$ cat config.mk
export PLATFORM = sky130hd
export DESIGN_NAME = param_sync_fifo
export DESIGN_NICKNAME = d
export VERILOG_FILES = /design/src/rtl/param_sync_fifo.sv
export SDC_FILE = /design/constraint.sdc
export NUM_CORES = 1
export LEC_CHECK = 0
export CAP_MARGIN = 20
export CORE_MARGIN = 4
export CORE_UTILIZATION = 35
export CTS_CLUSTER_SIZE = 24
export DETAILED_ROUTE_END_ITERATION = 10
export GPL_ROUTABILITY_DRIVEN = 0
export PLACE_DENSITY_LB_ADDON = 0.1
export SLEW_MARGIN = 30
export SYNTH_ARGS = -nofsm -noshare
export SYNTH_HDL_FRONTEND = slang
export SYNTH_SLANG_ARGS = --single-unit
$ cat constraint.sdc
create_clock -name clk -period 5.4 [get_ports clk]
set_clock_uncertainty 0.05 [all_clocks]
set_input_delay 0.54 -clock clk [delete_from_list [all_inputs] [get_ports clk]]
set_output_delay 0.54 -clock clk [all_outputs]
set_load 0.1 [all_outputs]
$ cat src/rtl/param_sync_fifo.sv
// Single-clock parameterised FIFO with almost-full/empty decodes, sticky error flags
// and a selectable registered or first-word-fall-through read port.
module param_sync_fifo #(
   parameter int WIDTH    = 8,
   parameter int DEPTH    = 16,
   parameter int AF_LEVEL = DEPTH - 2,
   parameter int AE_LEVEL = 2,
   parameter int FWFT     = 0
) (
   input  logic                     clk,
   input  logic                     rest,
   input  logic                     w_inc,
   input  logic [WIDTH-1:0]         w_data,
   output logic                     w_full,
   output logic                     w_afull,
   input  logic                     r_inc,
   output logic [WIDTH-1:0]         r_data,
   output logic                     r_valid,
   output logic                     r_empty,
   output logic                     r_aempty,
   output logic [$clog2(DEPTH):0]   count,
   input  logic                     clr_err,
   output logic                     overflow,
   output logic                     underflow
);

   localparam int AW = $clog2(DEPTH);
   localparam logic [AW:0] FULL_CNT = (AW+1)'(DEPTH);
   localparam logic [AW:0] AF_CNT   = (AW+1)'(AF_LEVEL);
   localparam logic [AW:0] AE_CNT   = (AW+1)'(AE_LEVEL);
   localparam logic [AW:0] ONE_CNT  = (AW+1)'(1);
   localparam logic [AW-1:0] ONE_PTR = AW'(1);

   logic [WIDTH-1:0] mem [DEPTH];
   logic [AW-1:0]    wr_ptr;
   logic [AW-1:0]    rd_ptr;
   logic             wr_en;
   logic             rd_en;

   // Status flags decode straight from the registered occupancy.
   assign w_full   = (count == FULL_CNT);
   assign w_afull  = (count >= AF_CNT);
   assign r_empty  = (count == '0);
   assign r_aempty = (count <= AE_CNT);

   assign wr_en = w_inc & ~w_full;
   assign rd_en = r_inc & ~r_empty;

   always_ff @(posedge clk) begin
      if (rest) begin
         wr_ptr <= '0;
         rd_ptr <= '0;
         count  <= '0;
      end else begin
         if (wr_en) wr_ptr <= wr_ptr + ONE_PTR;
         if (rd_en) rd_ptr <= rd_ptr + ONE_PTR;
         case ({wr_en, rd_en})
            2'b10:   count <= count + ONE_CNT;
            2'b01:   count <= count - ONE_CNT;
            default: count <= count;
         endcase
      end
   end

   // Storage carries no reset; only accepted writes outside reset touch it.
   always_ff @(posedge clk) begin
      if (wr_en && !rest) mem[wr_ptr] <= w_data;
   end

   // A flag set in the same cycle as clr_err takes precedence over the clear.
   always_ff @(posedge clk) begin
      if (rest) begin
         overflow  <= 1'b0;
         underflow <= 1'b0;
      end else begin
         if (w_inc && w_full) overflow <= 1'b1;
         else if (clr_err)    overflow <= 1'b0;
         if (r_inc && r_empty) underflow <= 1'b1;
         else if (clr_err)     underflow <= 1'b0;
      end
   end

   generate
      if (FWFT != 0) begin : g_fwft
         assign r_data  = mem[rd_ptr];
         assign r_valid = ~r_empty;
      end else begin : g_reg
         logic [WIDTH-1:0] rd_data_p1;
         logic             vld_p1;

         // Read stage: head word captured on the accepting edge, valid for one cycle.
         always_ff @(posedge clk) begin
            if (rest) begin
               rd_data_p1 <= '0;
               vld_p1     <= 1'b0;
            end else begin
               vld_p1 <= rd_en;
               if (rd_en) rd_data_p1 <= mem[rd_ptr];
            end
         end

         assign r_data  = rd_data_p1;
         assign r_valid = vld_p1;
      end
   endgenerate

endmodule

Yosys cells after proc, flatten, opt, wreduce, memory -nomap -nowiden
Memories as Yosys holds them, arrays and structs flattened. A register that Yosys moved wholly into a read port is not among the register bits. Cells that the tools add are included.

Output and inout bits: 20. Memories kept: 1. Register bits: 16. RAM bits: 128. Logic and storage cells: 34.

Memories: mem (depth 16, bits a word 8, read ports 1, clocked after memory_dff 1, write ports 1, line 34) `logic [WIDTH-1:0] mem [DEPTH];`.

$lt $le $gt $ge: 2. $add $sub $neg: 4. Bitwise logic cells: 4. Multiplexer cells: 6. Reductions and logical operators: 8. Equality and inequality tests: 3.

Operators with widths (number): $pmux 5 s2 (1); $add 4x1->4 const B (2); $reduce_bool 2->1 (3); $add 5x1->5 const B (1); $eq 5x5->1 const B (1); $ge 5x4->1 const B (1); $le 5x2->1 const B (1); $logic_not 5->1 (1); $mux 1 (5); $sub 5x1->5 const B (1); $logic_and 1x1->1 (3); $and 1x1->1 (2); $eq 2x1->1 const B (1); $eq 2x2->1 const B (1); $not 1->1 (2); $logic_not 1->1 (1).

Depth between registers and ports, before layout
Depth in word-level cells: 6. Depth in mapped cells: 11. Mapped depth without buffers: 11.

Worst setup path after synthesis
OpenSTA, ideal clock, no wires.

Path kind: flip-flop to output port. Start: register count[1]. End: output r_aempty. Arrival: 5.553 ns. Cell stages (with the launch flop): 2. Data required time: 4.810 ns. Setup slack: -0.743 ns. Path buffers: 0. Cells stage by stage: dfxtp_1 -> a2111oi_0.

Word-level cells in the longest chain between the ends: 1.

Ends and longest elaborated chain: from (decl) (line 21) `output logic [$clog2(DEPTH):0] count,`; from (signal assigned) (line 58) `2'b10: count <= count + ONE_CNT;`; from (signal assigned) (line 59) `2'b01: count <= count - ONE_CNT;`; from (signal assigned) (line 60) `default: count <= count;`; $le 5x2->1 (line 44) `assign r_aempty = (count <= AE_CNT);`; to (decl) (line 20) `output logic r_aempty,`.

Every way passes these cells.

Worst setup path after layout
Start: register count[0]. End: output r_empty.

Word-level cells in the longest chain between the ends: 1.

Ends and longest elaborated chain: $logic_not 5->1 (line 43) `assign r_empty = (count == '0);`; to (decl) (line 19) `output logic r_empty,`.

Every way passes these cells.

==> flow_summary_export.csv <==
group,metric,value,unit
logic_synthesis,synthMuxAreaShare,0.1102,
routing,wl_per_cell,20.67,µm
die,core_area,17180,µm²
logic_synthesis,synth_top_family_by_area,"multiplexers",
routing,drc_errors,0,
clocking,hold_buffers,0,
clocking,clock-sinks,152,
run,maxCapViolations,0,
clocking,cts_resized,0,
clocking,clkLatencyLatePin,420,ps
logic_synthesis,synth_nets,424,
logic_synthesis,synth_xor_area_frac,0.01149,
sta,hold_ws,448.6,ps
layout,nNetsFinal,457,
layout,multi_input_area,1625,µm²
layout,layout-drive-gt1-share,0.08725,
logic_synthesis,synth_seq_cells,152,
die,die_x,140,µm
logic_synthesis,synth_adder_area_share,0.02175,
logic_synthesis,ys_top_cells_by_area,"edfxtp_1 (63%), mux2i_1 (11%), dfxtp_1 (7.9%)",
min_path,holdPathStages,2,
power_and_ir_drop,ir_worst_vdd,0.3640,mV
sta,rsz0062_at_grt,"no",
logic_synthesis,synth_seq_area_share,0.7091,
logic_synthesis,synth_compound_area_frac,0.05540,
logic_synthesis,yosysWarnings,0,
routing,routed_wl,13.89,mm
sta,worst_slew_pin_slew,998.9,ps
worst_setup_path,crit_type,"register to output port",
placement,pre_cts_slack,1521,ps
clocking,cts_buffers,17,
sta,relSlewSlack,0.3320,
sta,setup_slack,2008,ps
clocking,ctsHtreeMaxLevel,4,
worst_setup_path,cp_max_fo,6,
worst_setup_path,critPathCaptureType,"output port",
clocking,cts-root-buf,"clkbuf_16",
die,die_y,140,µm
die,dieArea,19600,µm²
logic_synthesis,netlist.area_leader.share,0.6303,
layout,diodes,0,
power_and_ir_drop,p_leak,2.209,nW
placement,dp_cells,640,
logic_synthesis,syn_area_per_cell,15.21,µm²
logic_synthesis,yosysTopAreaCell,"edfxtp_1",
die,io_pins,33,
routing,drt_iter0_markers,160,
status,status,"completed",
die,start_util,0.3550,
clocking,tritoncts,"done",
layout,seqCellArea,4328,µm²
sta,hold_viol,0,
sta,report.final.setup_viol,0,
logic_synthesis,netlist_instances,401,
global_routing,grt_antenna_before_repair,0,
sta,fin_tns_setup,0,ps
sta,min_period,3392,ps
sta,slew_violations,0,
global_routing,grt_pass1_wl,20.65,mm
logic_synthesis,synthSimpleGateAreaFrac,0.06524,
routing,drt_pass1_iterations,4,
clocking,cts.reportedPaths.clkPinSlew,60,ps
layout,fillers,1589,
global_routing,grt_pass1_vias,3338,
logic_synthesis,ys_types,35,
power_and_ir_drop,p_per_area,507.5,nW/µm²
placement,portBuffers,32,
logic_synthesis,netlist_area,6098,µm²
routing,viasPerCell,4.991,
routing,antenna_left,0,
sta,fmax,0.2948,GHz
global_routing,overflow,0,
global_routing,grt_max_degree,44,
clocking,clock_path_buffers,2,
placement,hpwlAfterDp,8.957,mm
worst_setup_path,rr_worst_depth,11,
min_path,hold_class,"register to register",
worst_setup_path,crit_required,4810,ps
routing,num_vias,3354,
global_routing,grt.total_usage,0.1459,
layout,final_cells,672,
die,rows,48,
clocking,post_cts_buffers,0,
worst_setup_path,crit_path_start_kind,"register",
sta,timing.final.crit_share,0.6281,
layout,areaGrowthSynthToFinish,17.60,%
worst_setup_path,cp.arrival,2800,ps
-- flip-flops by register name, summed over array words and instances (netlist names) --
signal / cells
underflow: 1
mem: 128
r_data: 8
count: 5
r_valid: 1
rd_ptr: 4
overflow: 1
wr_ptr: 4
-- where the power goes --
part	total, mW	internal [mW]	switching (mW)
clock	1.14	0.675	0.462
combinational	1.08	0.271	0.809
sequential	1.42	1.35	0.0777
-- routing by layer --
metal	GRT usage	share of wire	vias up	wire length (µm)
met2	0.2327	0.48	54	6624
met5	0	0	-	0
li1	-	-	1598	-
met4	0.06119	0.022	0	305
met1	0.1925	0.47	1679	6560
met3	0.03346	0.029	23	400
-- worst paths after layout --
check | from | end | slack [ps]
min | r_data[0] | r_data[0] | 450
max | count[0] | r_empty | 2010
max reg2reg | count[0] | count[4] | 2150
min reg2reg | r_data[0] | r_data[0] | 450
-- kinds of logic after synthesis --
kind of cell / count (synthesis)
buf+inv: 30
xor+xnor: 8
fa+ha+maj: 10
compound gates: 52
flops: 152
mux: 67
simple gates: 82
-- through the flow --
step / instance area [µm²] / util / power [mW]
6_report: 7172 / 0.4175 / 3.640
4_1_cts: 7162 / 0.4170 / 3.659
2_1_floorplan: 6100 / - / 2.251
3_3_place_gp: 6598 / 0.3841 / 2.517
3_5_place_dp: 6598 / 0.3841 / 2.525
5_1_grt: 7172 / 0.4175 / 3.774
-- critical path, stage by stage, from the launching register on --
cell and delay (ps):
dfxtp_1 380, nor4_2 580, and2_1 260, clkdlybuf4s50_1 1150
-- synth_stat cells --
cell type  count
nor3_1         2
a21boi_2       1
nand3_1        3
nor4_1         8
a2111oi_0      1
or3b_2         1
dfxtp_1       24
nand3b_1       4
or3_1          2
nor2b_1        2
buf_4          5
a211oi_1       8
clkbuf_2       2
mux2_2         1
edfxtp_1     128
xnor2_1        3
ha_1           9
clkbuf_1       4
a21oi_1        6
nor2_1        44
nor4_2         1
a21o_1         1
fa_1           1
buf_6          3
mux2i_1       66
o22ai_1       32
nand4_1        2
and2_1         2
xor2_1         5
nand2_1        8
buf_2          6
inv_1         10
or3b_1         3
o21ai_0        1
a22oi_1        2
-- layout make-up --
class / instances / share of cell area
clock buffer: 19 / 0.06036
clock inverter: 13 / 0.01832
inverter: 10 / 0.005234
timing repair buffer: 34 / 0.04676
sequential: 152 / 0.6035
tap: 225 / 0.03925
multi-input combinational: 219 / 0.2266
-- placed cells by master, fill, tap and decap left out, types with 3 or more instances in the layout --
| master | count |
|---|---|
| xor2_1 | 5 |
| nor2_1 | 43 |
| a21oi_1 | 5 |
| nand2_1 | 8 |
| or3b_1 | 3 |
| nand3b_1 | 4 |
| clkinv_2 | 5 |
| clkdlybuf4s50_1 | 32 |
| clkinvlp_4 | 5 |
| a211oi_1 | 8 |
| inv_1 | 10 |
| clkbuf_16 | 17 |
| nor4_1 | 8 |
| nand3_1 | 3 |
| o22ai_1 | 32 |
| ha_1 | 9 |
| dfxtp_1 | 23 |
| mux2i_1 | 66 |
| edfxtp_1 | 128 |
| xnor2_1 | 3 |
No activity file was read; power rests on OpenSTA's default activity.
